--- src/rtl/hazard_ctrl_if.sv ---
// Pipeline hazard controller port bundle: hazard inputs from ID/EX/MEM and
// the write-enable / bubble / flush controls plus watchdog and counters.
interface hazard_ctrl_if #(
  parameter int unsigned CNT_W = 16
);
  logic             id_valid;
  logic [4:0]       id_rs;
  logic [4:0]       id_rt;
  logic             id_uses_rt;
  logic             ex_memread;
  logic [4:0]       ex_rt;
  logic             branch_taken;
  logic             mem_req;
  logic             mem_ready;
  logic             pc_write;
  logic             ifid_write;
  logic             idex_write;
  logic             idex_bubble;
  logic             ifid_flush;
  logic             mem_timeout;
  logic [CNT_W-1:0] stall_cnt;
  logic [CNT_W-1:0] flush_cnt;

  modport master (
    output id_valid, id_rs, id_rt, id_uses_rt, ex_memread, ex_rt,
           branch_taken, mem_req, mem_ready,
    input  pc_write, ifid_write, idex_write, idex_bubble, ifid_flush,
           mem_timeout, stall_cnt, flush_cnt
  );

  modport slave (
    input  id_valid, id_rs, id_rt, id_uses_rt, ex_memread, ex_rt,
           branch_taken, mem_req, mem_ready,
    output pc_write, ifid_write, idex_write, idex_bubble, ifid_flush,
           mem_timeout, stall_cnt, flush_cnt
  );
endinterface

--- src/rtl/hazard_ctrl.sv ---
// Pipeline hazard controller: load-use stalls, branch flushes, memory freezes
// and a sticky memory watchdog. HAZ_PERF_CNT_EN adds saturating stall/flush counters.
module hazard_ctrl #(
  parameter int unsigned TIMEOUT = 64,
  parameter int unsigned CNT_W   = 16
) (
  input logic         clk,
  input logic         rst,
  hazard_ctrl_if.slave hif
);
  typedef enum logic {RUN, MEM_WAIT} state_t;

  localparam int unsigned WCW = $clog2(TIMEOUT);
  localparam logic [WCW-1:0] WAIT_LAST = WCW'(TIMEOUT - 1);

  state_t         state_q, state_d;
  logic [WCW-1:0] wait_cnt_q, wait_cnt_d;
  logic           mem_timeout_q, mem_timeout_d;

  logic load_use, mem_stall;
  logic pc_write, ifid_write, idex_write, idex_bubble, ifid_flush;

  always_comb begin
    load_use  = hif.ex_memread & (hif.ex_rt != '0) & hif.id_valid &
                ((hif.ex_rt == hif.id_rs) | (hif.id_uses_rt & (hif.ex_rt == hif.id_rt)));
    mem_stall = hif.mem_req & ~hif.mem_ready;

    pc_write      = 1'b1;
    ifid_write    = 1'b1;
    idex_write    = 1'b1;
    idex_bubble   = 1'b0;
    ifid_flush    = 1'b0;
    state_d       = state_q;
    wait_cnt_d    = wait_cnt_q;
    mem_timeout_d = mem_timeout_q;

    unique case (state_q)
      RUN: begin
        if (mem_stall) begin
          pc_write   = 1'b0;
          ifid_write = 1'b0;
          idex_write = 1'b0;
          state_d    = MEM_WAIT;
          wait_cnt_d = '0;
        end else if (hif.branch_taken) begin
          idex_bubble = 1'b1;
          ifid_flush  = 1'b1;
        end else if (load_use) begin
          pc_write    = 1'b0;
          ifid_write  = 1'b0;
          idex_bubble = 1'b1;
        end
      end
      MEM_WAIT: begin
        // Completion cycle releases the pipeline immediately; pending hazards wait one cycle.
        if (hif.mem_ready) begin
          state_d = RUN;
        end else begin
          pc_write   = 1'b0;
          ifid_write = 1'b0;
          idex_write = 1'b0;
          if (wait_cnt_q == WAIT_LAST) mem_timeout_d = 1'b1;
          else                         wait_cnt_d    = wait_cnt_q + 1'b1;
        end
      end
      default: state_d = RUN;
    endcase

    if (rst) begin
      pc_write    = 1'b0;
      ifid_write  = 1'b0;
      idex_write  = 1'b0;
      idex_bubble = 1'b1;
      ifid_flush  = 1'b1;
    end
  end

  always_ff @(posedge clk or posedge rst) begin
    if (rst) begin
      state_q       <= RUN;
      wait_cnt_q    <= '0;
      mem_timeout_q <= 1'b0;
    end else begin
      state_q       <= state_d;
      wait_cnt_q    <= wait_cnt_d;
      mem_timeout_q <= mem_timeout_d;
    end
  end

  assign hif.pc_write    = pc_write;
  assign hif.ifid_write  = ifid_write;
  assign hif.idex_write  = idex_write;
  assign hif.idex_bubble = idex_bubble;
  assign hif.ifid_flush  = ifid_flush;
  assign hif.mem_timeout = mem_timeout_q;

`ifdef HAZ_PERF_CNT_EN
  logic [CNT_W-1:0] stall_cnt_q, stall_cnt_d;
  logic [CNT_W-1:0] flush_cnt_q, flush_cnt_d;

  always_comb begin
    stall_cnt_d = stall_cnt_q;
    flush_cnt_d = flush_cnt_q;
    if (!pc_write && (stall_cnt_q != '1)) stall_cnt_d = stall_cnt_q + 1'b1;
    if (ifid_flush && (flush_cnt_q != '1)) flush_cnt_d = flush_cnt_q + 1'b1;
  end

  always_ff @(posedge clk or posedge rst) begin
    if (rst) begin
      stall_cnt_q <= '0;
      flush_cnt_q <= '0;
    end else begin
      stall_cnt_q <= stall_cnt_d;
      flush_cnt_q <= flush_cnt_d;
    end
  end

  assign hif.stall_cnt = stall_cnt_q;
  assign hif.flush_cnt = flush_cnt_q;
`else
  assign hif.stall_cnt = '0;
  assign hif.flush_cnt = '0;
`endif
endmodule

--- src/flat_wrapper.sv ---
// flat-port wrapper written by rule: the top's interface ports become plain ports
module hazard_ctrl_flat 
#(
  parameter int unsigned TIMEOUT = 64,
  parameter int unsigned CNT_W   = 16
)
  (clk, rst, hif_id_valid, hif_id_rs, hif_id_rt, hif_id_uses_rt, hif_ex_memread, hif_ex_rt, hif_branch_taken, hif_mem_req, hif_mem_ready, hif_pc_write, hif_ifid_write, hif_idex_write, hif_idex_bubble, hif_ifid_flush, hif_mem_timeout, hif_stall_cnt, hif_flush_cnt);
  hazard_ctrl_if #(.CNT_W(CNT_W)) hif_i ();
  input logic clk;
  input logic rst;
  input wire logic [$bits(hif_i.id_valid)-1:0] hif_id_valid;
  input wire logic [$bits(hif_i.id_rs)-1:0] hif_id_rs;
  input wire logic [$bits(hif_i.id_rt)-1:0] hif_id_rt;
  input wire logic [$bits(hif_i.id_uses_rt)-1:0] hif_id_uses_rt;
  input wire logic [$bits(hif_i.ex_memread)-1:0] hif_ex_memread;
  input wire logic [$bits(hif_i.ex_rt)-1:0] hif_ex_rt;
  input wire logic [$bits(hif_i.branch_taken)-1:0] hif_branch_taken;
  input wire logic [$bits(hif_i.mem_req)-1:0] hif_mem_req;
  input wire logic [$bits(hif_i.mem_ready)-1:0] hif_mem_ready;
  output wire logic [$bits(hif_i.pc_write)-1:0] hif_pc_write;
  output wire logic [$bits(hif_i.ifid_write)-1:0] hif_ifid_write;
  output wire logic [$bits(hif_i.idex_write)-1:0] hif_idex_write;
  output wire logic [$bits(hif_i.idex_bubble)-1:0] hif_idex_bubble;
  output wire logic [$bits(hif_i.ifid_flush)-1:0] hif_ifid_flush;
  output wire logic [$bits(hif_i.mem_timeout)-1:0] hif_mem_timeout;
  output wire logic [$bits(hif_i.stall_cnt)-1:0] hif_stall_cnt;
  output wire logic [$bits(hif_i.flush_cnt)-1:0] hif_flush_cnt;
  assign hif_i.id_valid = hif_id_valid;
  assign hif_i.id_rs = hif_id_rs;
  assign hif_i.id_rt = hif_id_rt;
  assign hif_i.id_uses_rt = hif_id_uses_rt;
  assign hif_i.ex_memread = hif_ex_memread;
  assign hif_i.ex_rt = hif_ex_rt;
  assign hif_i.branch_taken = hif_branch_taken;
  assign hif_i.mem_req = hif_mem_req;
  assign hif_i.mem_ready = hif_mem_ready;
  assign hif_pc_write = hif_i.pc_write;
  assign hif_ifid_write = hif_i.ifid_write;
  assign hif_idex_write = hif_i.idex_write;
  assign hif_idex_bubble = hif_i.idex_bubble;
  assign hif_ifid_flush = hif_i.ifid_flush;
  assign hif_mem_timeout = hif_i.mem_timeout;
  assign hif_stall_cnt = hif_i.stall_cnt;
  assign hif_flush_cnt = hif_i.flush_cnt;
  hazard_ctrl #(.TIMEOUT(TIMEOUT), .CNT_W(CNT_W)) u_core (.clk(clk), .rst(rst), .hif(hif_i));
endmodule
--- config.mk ---
export PLATFORM = sky130hd
export DESIGN_NAME = hazard_ctrl_flat
export DESIGN_NICKNAME = d
export VERILOG_FILES = /design/src/rtl/hazard_ctrl_if.sv /design/src/rtl/hazard_ctrl.sv /design/src/flat_wrapper.sv
export SDC_FILE = /design/constraint.sdc
export NUM_CORES = 1
export LEC_CHECK = 0
export BUFFER_PORTS_ARGS = -buffer_cell sky130_fd_sc_hd__buf_2
export CAP_MARGIN = 20
export CELL_PAD_IN_SITES_DETAIL_PLACEMENT = 1
export CELL_PAD_IN_SITES_GLOBAL_PLACEMENT = 1
export CORE_AREA = 8 8 68 70
export DETAILED_ROUTE_END_ITERATION = 8
export DIE_AREA = 0 0 76 78
export HOLD_SLACK_MARGIN = 0.08
export PLACE_DENSITY_LB_ADDON = 0.05
export SYNTH_ARGS = -nofsm -noshare
export SYNTH_HDL_FRONTEND = slang
export SYNTH_SLANG_ARGS = --single-unit
--- constraint.sdc ---
create_clock -name clk -period 1.8 [get_ports clk]
set_input_delay 0.36 -clock clk [delete_from_list [all_inputs] [get_ports clk]]
set_output_delay 0.36 -clock clk [all_outputs]
set_load 0.005 [all_outputs]
==> out/results.ini <==
[pwr]
leakage_nw=0.509
p_clk_share_pct=29.4
vdd_drop_max_v=0.000230
internal_power_uw=334
power_frac_comb_pct=30.1
p_seq_share_pct=40.5
cellPowerDensity_nw_per_um2=504
switching_share_pct=33.2
p_sw_uw=167

[floorplan]
core_sq_um=3550
dieArea_sq_um=5930
die_width_microns=76
num_rows=22
start_util_pct=23.4
io_pins=61
fp.dieH_microns=78

[logic_synthesis]
ys.flop_type=dfrtp_1
synth_top_family_by_area=buffers and inverters
synth_top_area_share_pct=29.8
netlist_area_sq_um=831
avgSynthCellArea_sq_um=8.23
yosys-top-cells-count=33 x buf_4, 9 x xor2_1, 8 x dfrtp_1
synth_compound_area_share_pct=14.0
yosysTopAreaCell=buf_4
synthesis.instances=101
yosysMostFrequentCell=buf_4
synthAdderAreaFrac_pct=1.51
synthMuxAreaShare_pct=1.20
yosysSeqAreaShare_pct=24.1
synth_xor_area_share_pct=10.5
yosysWarnings=0
synth-simple-area-share_pct=15.2
ys_ff_latch=8
synth_edf_count=0
synth.area.top_cells=buf_4 30%, dfrtp_1 24%, xor2_1 9.5%
ys_types=29
synthArstFlopShare_pct=100

[placed_design]
dp_hpwl_microns=2060
dp_cells=179
port_buffers=28
gp_congestion=0.731
place_area_sq_um=930

[clock_network]
clk_pin_slew_ps=60
cts-root-buf=clkbuf_4
cts.sinks=8
clk_latency_ps=270
numCtsBuffers=3
tritoncts=built
htreeDepth=1
cts_max_path_buffers=2

[worst_setup_path]
path_class=in -> out
cp-start-kind=input pin
slowest_stage=o41a_1
critPathMaxFanout=2
required_ps=1440
crit_family=compound AO/OA/AOI/OAI gates
critPathCaptureType=output port
cp.arrival_ps=1540
cpPeakStageDelay_ps=350
crit_start=hif_id_rt[2]
crit_chain=buf_6 -> xor2_2 -> nor4_2 -> a32oi_1 -> o41a_1 -> buf_2
rr_startpoint=u_core.wait_cnt_q[0]$_DFFE_PP0P_
crit_buf_inv=2

[detailed_routing]
via_per_inst=3.89
drt_iter0_drc=9
firstDrtPassIters=4
wl_microns=2490
routedWlPerCell_microns=13.6
route.detailed.drc=0
drtAntennaViolNets=0
vias=712

[layout]
area_growth_pct=19.6
fin_nets=161
design_area_sq_um=993
drive_above_1_share_pct=31.9
antenna_cells=0
instances_no_fill=183

[global_route]
antenna_found_initial=0
grt_usage_pct=8.73
grt_pass1_wl_microns=4240
grt_start_max_net_pins=9
grt_pass1_vias=819
overflow=0

[timing]
fin_skew_ps=9.07
finalSetupTns_ps=-237
whs_ps=425
clock.fmax_mhz=527
period_needed_ps=1900
rsz0062_at_grt=yes
drv_slew=0
final.period_utilization_pct=105
hold_violations=0
setup_slack_ps=-97.1
finalSetupViolCount=3

[flow_run]
cap_viol_max_count=0

[status]
status=complete, but fails checks
violations=negative setup slack

[hold_path]
hp-class=in -> reg
hp-start=hif_mem_req

[final cells by class]
class                      instances  area, sq um
inverter                           7         26.3
clock buffer                       3         22.5
fill                             458         2560
tap                               48         60.1
multi-input combinational         84          490
timing repair buffer              33          193
sequential                         8          201
[what timing repair did]
| action | 4_1_cts | 5_1_grt |
|---|---|---|
| gates resized for setup | 6 | 2 |
| endpoints found under the hold margin | 4 | 0 |
| cloned | 0 | 0 |
| pin swaps | 7 | 0 |
| setup endpoints to repair | 3 | 4 |
| setup buffers | 0 | 0 |
| hold buffers | 1 | 0 |
[placed cells by master, fill, tap and decap left out, types with 2 or more instances in the layout]
master | netlist | layout
a21oi_1 | 5 | 5
a31oi_1 | 2 | 2
buf_2 | 0 | 26
buf_4 | 33 | 4
buf_6 | 0 | 2
clkbuf_4 | 0 | 3
conb_1 | 1 | 32
dfrtp_1 | 8 | 7
inv_1 | 7 | 7
nand2_1 | 3 | 3
nand3_1 | 2 | 2
nand4_1 | 2 | 2
nor2_1 | 5 | 4
nor3_1 | 5 | 4
o22ai_1 | 2 | 2
or3_1 | 2 | 2
xor2_1 | 9 | 8
[path summary, 6_finish.rpt]
check | end | slack (ps) | cells past startpoint
min in group asynchronous | u_core.wait_cnt_q[2]$_DFFE_PP0P_ | 630 | 3
max | hif_ifid_write | -100 | 6
min reg2reg | u_core.hif.mem_timeout$_DFFE_PP0P_ | 450 | 1
min | u_core.state_q$_DFF_PP0_ | 430 | 2
max in group asynchronous | u_core.state_q$_DFF_PP0_ | 900 | 3
max reg2reg | u_core.wait_cnt_q[1]$_DFFE_PP0P_ | 280 | 5
[logic make-up (layout without fill, tap and decap cells)]
group / after synthesis / count (layout)
compound gates: 17 / 17
flops: 8 / 8
fa+ha+maj: 1 / 1
xor+xnor: 10 / 10
buf+inv: 40 / 43
other cells: 1 / 32
mux: 1 / 1
simple gates: 23 / 23
[power by group through the flow]
stage / Combinational (mW) / Sequential (mW) / Clock [mW]
2_1_floorplan: 0.130 / 0.203 / 0
3_3_place_gp: 0.138 / 0.206 / 0
3_5_place_dp: 0.140 / 0.206 / 0
4_1_cts: 0.149 / 0.203 / 0.153
5_1_grt: 0.175 / 0.205 / 0.160
6_report: 0.151 / 0.203 / 0.147
[flip-flops by register name, indices dropped and copies added, names as in the netlist]
name,flops
u_core.wait_cnt_q,6
u_core.state_q,1
u_core.hif.mem_timeout,1
[routing by layer]
layer	global-route usage, %	wire length [microns]
met1	11.4	1190
met2	12.4	1070
met3	2.65	188
met4	4.71	48
met5	0	0
[metrics by stage]
step                setup WS (ps)  utilization (%)  power (mW)
detailed placement           -173             26.2       0.347
floorplan                    14.1                -       0.333
global placement             -174             26.2       0.344
global route                 -188             28.0       0.540
finish                      -97.1             28.0       0.501
CTS                         -90.8             27.8       0.504
[worst reg2reg max path: stages (launching register included)]
cell and delay [ps]:
dfrtp_1 410, ha_1 220, nand4_1 150, or2_2 350, a31oi_1 180, o22ai_1 100
No activity file was read; power rests on OpenSTA's default activity.
